File: src/rtl/mux_scan_ctrl_if.sv
// Handshake and data bundle between the scan sequencer and whoever drives it.
// The master side drives the controls and returns the mux output; the sequencer is the slave.
interface mux_scan_ctrl_if #(
    parameter int SEL_W = 3,
    parameter int N_CH  = 8
);
    logic             start;
    logic             cont;
    logic             abort;
    logic             y_in;
    logic [SEL_W-1:0] sel;
    logic             busy;
    logic             done;
    logic [N_CH-1:0]  data_out;

    modport master (
        output start, cont, abort, y_in,
        input  sel, busy, done, data_out
    );

    modport slave (
        input  start, cont, abort, y_in,
        output sel, busy, done, data_out
    );
endinterface

File: src/rtl/mux_scan_ctrl.sv
// Scan sequencer for an 8:1 channel mux: walks sel over every channel, samples y once
// per channel after SETTLE extra cycles, and publishes the assembled word with a done pulse.
module mux_scan_ctrl #(
    parameter int SEL_W  = 3,
    parameter int N_CH   = 8,
    parameter int SETTLE = 0
) (
    input  logic            clk,
    input  logic            rst_n,
    mux_scan_ctrl_if.slave  bus
);
    typedef enum logic {IDLE, WAIT} state_t;

    localparam logic [SEL_W-1:0] LAST_CH   = SEL_W'(N_CH - 1);
    localparam logic [3:0]       SETTLE_CNT = 4'(SETTLE);

    state_t           state_reg;
    logic [3:0]       cnt_reg;
    logic [SEL_W-1:0] sel_reg;
    logic             busy_reg;
    logic             done_reg;
    logic [N_CH-1:0]  shadow_reg;
    logic [N_CH-1:0]  data_reg;

    always_ff @(posedge clk or negedge rst_n) begin
        if (!rst_n) begin
            state_reg  <= IDLE;
            cnt_reg    <= 4'd0;
            sel_reg    <= '0;
            busy_reg   <= 1'b0;
            done_reg   <= 1'b0;
            shadow_reg <= '0;
            data_reg   <= '0;
        end else begin
            done_reg <= 1'b0;
            case (state_reg)
                IDLE: begin
                    if (bus.start) begin
                        state_reg  <= WAIT;
                        sel_reg    <= '0;
                        cnt_reg    <= SETTLE_CNT;
                        busy_reg   <= 1'b1;
                        shadow_reg <= '0;
                    end
                end
                WAIT: begin
                    // Abort has priority over everything, including the final sample edge.
                    if (bus.abort) begin
                        state_reg  <= IDLE;
                        busy_reg   <= 1'b0;
                        sel_reg    <= '0;
                        cnt_reg    <= 4'd0;
                        shadow_reg <= '0;
                    end else if (cnt_reg != 4'd0) begin
                        cnt_reg <= cnt_reg - 4'd1;
                    end else if (sel_reg != LAST_CH) begin
                        shadow_reg[sel_reg] <= bus.y_in;
                        sel_reg             <= sel_reg + SEL_W'(1);
                        cnt_reg             <= SETTLE_CNT;
                    end else begin
                        data_reg   <= {bus.y_in, shadow_reg[N_CH-2:0]};
                        done_reg   <= 1'b1;
                        sel_reg    <= '0;
                        shadow_reg <= '0;
                        if (bus.cont) begin
                            cnt_reg <= SETTLE_CNT;
                        end else begin
                            state_reg <= IDLE;
                            busy_reg  <= 1'b0;
                            cnt_reg   <= 4'd0;
                        end
                    end
                end
                default: state_reg <= IDLE;
            endcase
        end
    end

    assign bus.sel      = sel_reg;
    assign bus.busy     = busy_reg;
    assign bus.done     = done_reg;
    assign bus.data_out = data_reg;
endmodule

File: src/flat_wrapper.sv
// flat-port wrapper written by rule: the top's interface ports become plain ports
module mux_scan_ctrl_flat 
#(
    parameter int SEL_W  = 3,
    parameter int N_CH   = 8,
    parameter int SETTLE = 0
)
  (clk, rst_n, bus_start, bus_cont, bus_abort, bus_y_in, bus_sel, bus_busy, bus_done, bus_data_out);
  mux_scan_ctrl_if #(.SEL_W(SEL_W), .N_CH(N_CH)) bus_i ();
  input  logic clk;
  input  logic rst_n;
  input wire logic [$bits(bus_i.start)-1:0] bus_start;
  input wire logic [$bits(bus_i.cont)-1:0] bus_cont;
  input wire logic [$bits(bus_i.abort)-1:0] bus_abort;
  input wire logic [$bits(bus_i.y_in)-1:0] bus_y_in;
  output wire logic [$bits(bus_i.sel)-1:0] bus_sel;
  output wire logic [$bits(bus_i.busy)-1:0] bus_busy;
  output wire logic [$bits(bus_i.done)-1:0] bus_done;
  output wire logic [$bits(bus_i.data_out)-1:0] bus_data_out;
  assign bus_i.start = bus_start;
  assign bus_i.cont = bus_cont;
  assign bus_i.abort = bus_abort;
  assign bus_i.y_in = bus_y_in;
  assign bus_sel = bus_i.sel;
  assign bus_busy = bus_i.busy;
  assign bus_done = bus_i.done;
  assign bus_data_out = bus_i.data_out;
  mux_scan_ctrl #(.SEL_W(SEL_W), .N_CH(N_CH), .SETTLE(SETTLE)) u_core (.clk(clk), .rst_n(rst_n), .bus(bus_i));
endmodule
File: config.mk
export PLATFORM = sky130hd
export DESIGN_NAME = mux_scan_ctrl_flat
export DESIGN_NICKNAME = d
export VERILOG_FILES = /design/src/rtl/mux_scan_ctrl_if.sv /design/src/rtl/mux_scan_ctrl.sv /design/src/flat_wrapper.sv
export SDC_FILE = /design/constraint.sdc
export NUM_CORES = 1
export LEC_CHECK = 0
export ABC_CLOCK_PERIOD_IN_PS = 2300
export BUFFER_PORTS_ARGS = -buffer_cell sky130_fd_sc_hd__buf_2
export CAP_MARGIN = 25
export CORE_UTILIZATION = 55
export DETAILED_ROUTE_END_ITERATION = 12
export PLACE_DENSITY = 0.88
export SYNTH_ARGS = -nofsm -noshare
export SYNTH_HDL_FRONTEND = slang
export SYNTH_SLANG_ARGS = --single-unit
File: constraint.sdc
create_clock -name clk -period 2.3 [get_ports clk]
set_input_delay 0.115 -clock clk [delete_from_list [all_inputs] [get_ports clk]]
set_output_delay 0.115 -clock clk [all_outputs]
set_load 0.03 [all_outputs]
==> metrics.md <==
| Metric | Value |
|---|---|
| Outcome | `finished clean` |
| CTS tree | `done` |
| CTS max path bufs | `2` |
| Tightest Pin Transition | `around 0.57 ns` |
| DPL Wire Length | `1.73 mm` |
| Sw Pwr | `0.419 mW` |
| Largest net degree at the start of global routing | `26` |
| Num CTS Buffers | `3` |
| CP cell instances | `inv_1, ha_1, or3b_1, a21oi_4, mux2_4` |
| Crit start category | `register` |
| Initial antenna violation count | `0` |
| Vias in the first global route | `913` |
| Slew HR | `61.6%` |
| H-tree levels | `1` |
| Number of flip-flops in the largest register | `8` |
| Worst R2R Path Depth | `5` |
| Area Growth Syn to Fin | `12.7%` |
| First-pass GRT wire length | `4.03 mm` |
| Ys Warns | `0` |
| Final Hold Fails | `0` |
| RSZ-0062 raised after global routing | `false` |
| Commonest non-fill, non-tap cell in the layout | `dfrtp_1` |
| Period utilization | `85.4%` |
| Leak pwr | `0.688 nW` |
| Core ar. | `2190 um^2` |
| Crit path depth | `5` |
| Clock Sinks | `25` |
| Final setup fails | `0` |
| Via count | `961` |
| Synth cell types | `37` |
| Hold Path Class | `in -> reg` |
| Vias per inst | `5.86` |
| PwrDens | `approximately 800 nW/um^2` |
| Slowest stage cell on the critical path | `or3b_1` |
| DR pass1 iterations | `4` |
| Sequential share of power | `slightly below 50%` |
| Chip Width | `50.1 um` |
| Internal | `0.727 mW` |
| Worst vdd ir | `0.507 mV` |
| Critical path type | `reg -> reg` |
| Post-synthesis sequential element count | `25` |
| Share of cells above drive strength 1 | `around 29%` |
| Mapped Nets | `123` |
| Crit-path leading delay family | `simple AND/OR/NAND/NOR gates` |
| GRT busiest layer | `met2` |
| Share of total power in the clock network | `16.4%` |
| Die ar. | `2510 um^2` |
| Setup Skew | `~0.0055 ns` |
| Worst Setup End Kind | `register` |
| Hold slack | `0.0440 ns` |
| WL final | `2.38 mm` |
| Post-Syn Area | `1270 um^2` |
| Fmax | `509 MHz` |
| Minimum clock period | `1.96 ns` |
| Post-Syn Instances | `113` |
| Worst path max stage delay | `0.49 ns` |
| TNS Setup | `0 ns` |
| Syn Area/Cell | `11.2 um^2` |
| Sw frac | `between 30% and 40%` |
| Grt total ovfl | `0` |
| Req. time, crit path | `2.50 ns` |
| Num rows | `17` |
| Hold Path Stages | `2` |
| Antenna Cells | `0` |
| I/O pin count | `19` |
| Cell area after layout | `roughly 1400 um^2` |
| Met2 GRT Util | `37.1%` |
| Clk root buf | `clkbuf_4` |
| Buf/Inv on CP | `1` |
| Fillers | `180` |
| Drt drc | `0` |
| Sequential share of the synthesized area | `49.2%` |
| I/O Buffers | `18` |
| Tot GR Track Use | `21.6%` |
| CTS resizes | `0` |
| Max Cap Viol | `0` |
| Combinational group share of total power | `35.2%` |
| Reg clk slew, reported paths | `0.13 ns` |
| Most frequent cells in the layout | `dfrtp_1, buf_2, inv_1` |
| Detail Route Antenna Nets | `0` |
| Placer Congestion | `0.826` |
| Die Span Y | `50.1 um` |
| Starting DRT DRC Count | `21` |
| Initial Util | `between 50% and 60%` |
| Count of pins over their slew limit | `0` |
| Clk Latency, worst-skew pair | `0.31 ns` |
| Nets | `147` |
| M3 GR Usage | `under 10%` |
| Placed inst area | `1400 um^2` |
| Worst EP arrival | `2.17 ns` |
| Tot Pwr | `1.15 mW` |
| Crit Path Max Fanout | `8` |
| WL/cell | `14.5 um` |
| Routing usage on met1 | `26.9%` |
-- cell families (layout without fill, tap and decap cells) --
kind of cell | after synthesis | count (layout) | share of synthesized area (%)
AO/OA/AOI/OAI | 24 | 24 | 13.7
XOR/XNOR | 1 | 1 | 0.689
adder cells (fa/ha/maj) | 4 | 4 | 3.94
buffers and inverters | 16 | 39 | 5.61
flip-flops | 25 | 25 | 49.2
multiplexers | 10 | 10 | 9.06
AND/OR/NAND/NOR | 33 | 33 | 17.8
-- layer usage --
layer	vias to the layer above	wire length [um]
li1	458	-
met1	477	1070
met2	23	1200
met3	3	83
met4	0	24
met5	-	0
-- path summary, 6_finish.rpt --
| path | start | endpoint | slack [ns] |
|---|---|---|---|
| max | u_core.cnt_reg[0] | u_core.bus.sel[0] | 0.34 |
| min | bus_y_in | u_core.bus.data_out[7] | 0.04 |
| max reg2reg | u_core.cnt_reg[0] | u_core.bus.sel[0] | 0.34 |
| min reg2reg | u_core.bus.data_out[0] | u_core.bus.data_out[0] | 0.51 |
| max in group asynchronous | rst_n | u_core.cnt_reg[1] | 1.63 |
| min in group asynchronous | rst_n | u_core.bus.done | 0.30 |
-- layout make-up --
cell class,count,area (um^2),share of cell area (%)
flip-flops and latches,25,626,43.7
inverters,13,48.8,3.41
well taps,28,35.0,2.45
clock buffers,4,26.3,1.83
multi-input cells,72,574,40.1
repair buffers,22,123,8.56
-- synth_stat cells --
library cell | n | share of area (%)
nand3_4 | 1 | 1.4
a211oi_1 | 1 | 0.59
dfrtp_1 | 25 | 49
nand3b_1 | 4 | 2.4
ha_1 | 4 | 3.9
or2_2 | 1 | 0.49
or3_1 | 1 | 0.49
a21oi_1 | 2 | 0.79
inv_1 | 13 | 3.8
o221ai_1 | 1 | 0.69
nor3b_2 | 1 | 0.98
o22ai_1 | 4 | 2.0
a2111o_1 | 1 | 0.89
clkbuf_1 | 1 | 0.29
o41ai_1 | 1 | 0.69
nand3_1 | 1 | 0.39
mux2_4 | 1 | 1.2
and4bb_2 | 1 | 0.98
nand4_1 | 4 | 2.0
buf_4 | 1 | 0.59
buf_6 | 1 | 0.89
or2b_1 | 1 | 0.59
or3b_2 | 1 | 0.69
nand4bb_1 | 1 | 0.89
or3b_1 | 2 | 1.4
nand2_1 | 3 | 0.89
mux2_2 | 8 | 7.1
mux2i_1 | 1 | 0.79
nor3_1 | 2 | 0.79
o211ai_1 | 1 | 0.59
xor2_1 | 1 | 0.69
nor2_1 | 5 | 1.5
a21oi_4 | 1 | 1.3
a221oi_1 | 5 | 3.4
o21ai_0 | 7 | 2.8
nor2b_1 | 3 | 1.5
nor3b_1 | 1 | 0.59
-- power groups by stage --
stage	Combinational, mW	Clock (mW)	Sequential, mW
after floorplan	0.316	0	0.561
after global placement	0.380	0	0.556
after detailed placement	0.402	0	0.562
after CTS	0.408	0.195	0.554
after global routing	0.447	0.211	0.563
final	0.403	0.188	0.556
-- through the flow --
stage | setup WS (ns) | utilization, % | std cells
after global routing | 0.237 | 65.4 | 164
final | 0.335 | 65.4 | 164
after CTS | 0.332 | 65.4 | 164
after floorplan | 0.399 | - | 113
after global placement | 0.465 | 63.7 | 159
after detailed placement | 0.352 | 63.7 | 159
-- timing repair --
| item | 4_1_cts | 5_1_grt |
|---|---|---|
| setup buffers | 0 | 0 |
| endpoints found under the hold margin | 25 | 0 |
| hold buffers | 1 | 0 |
| endpoints found under the setup margin | 0 | 0 |
Note: power is estimated with default switching activity, not from simulation.
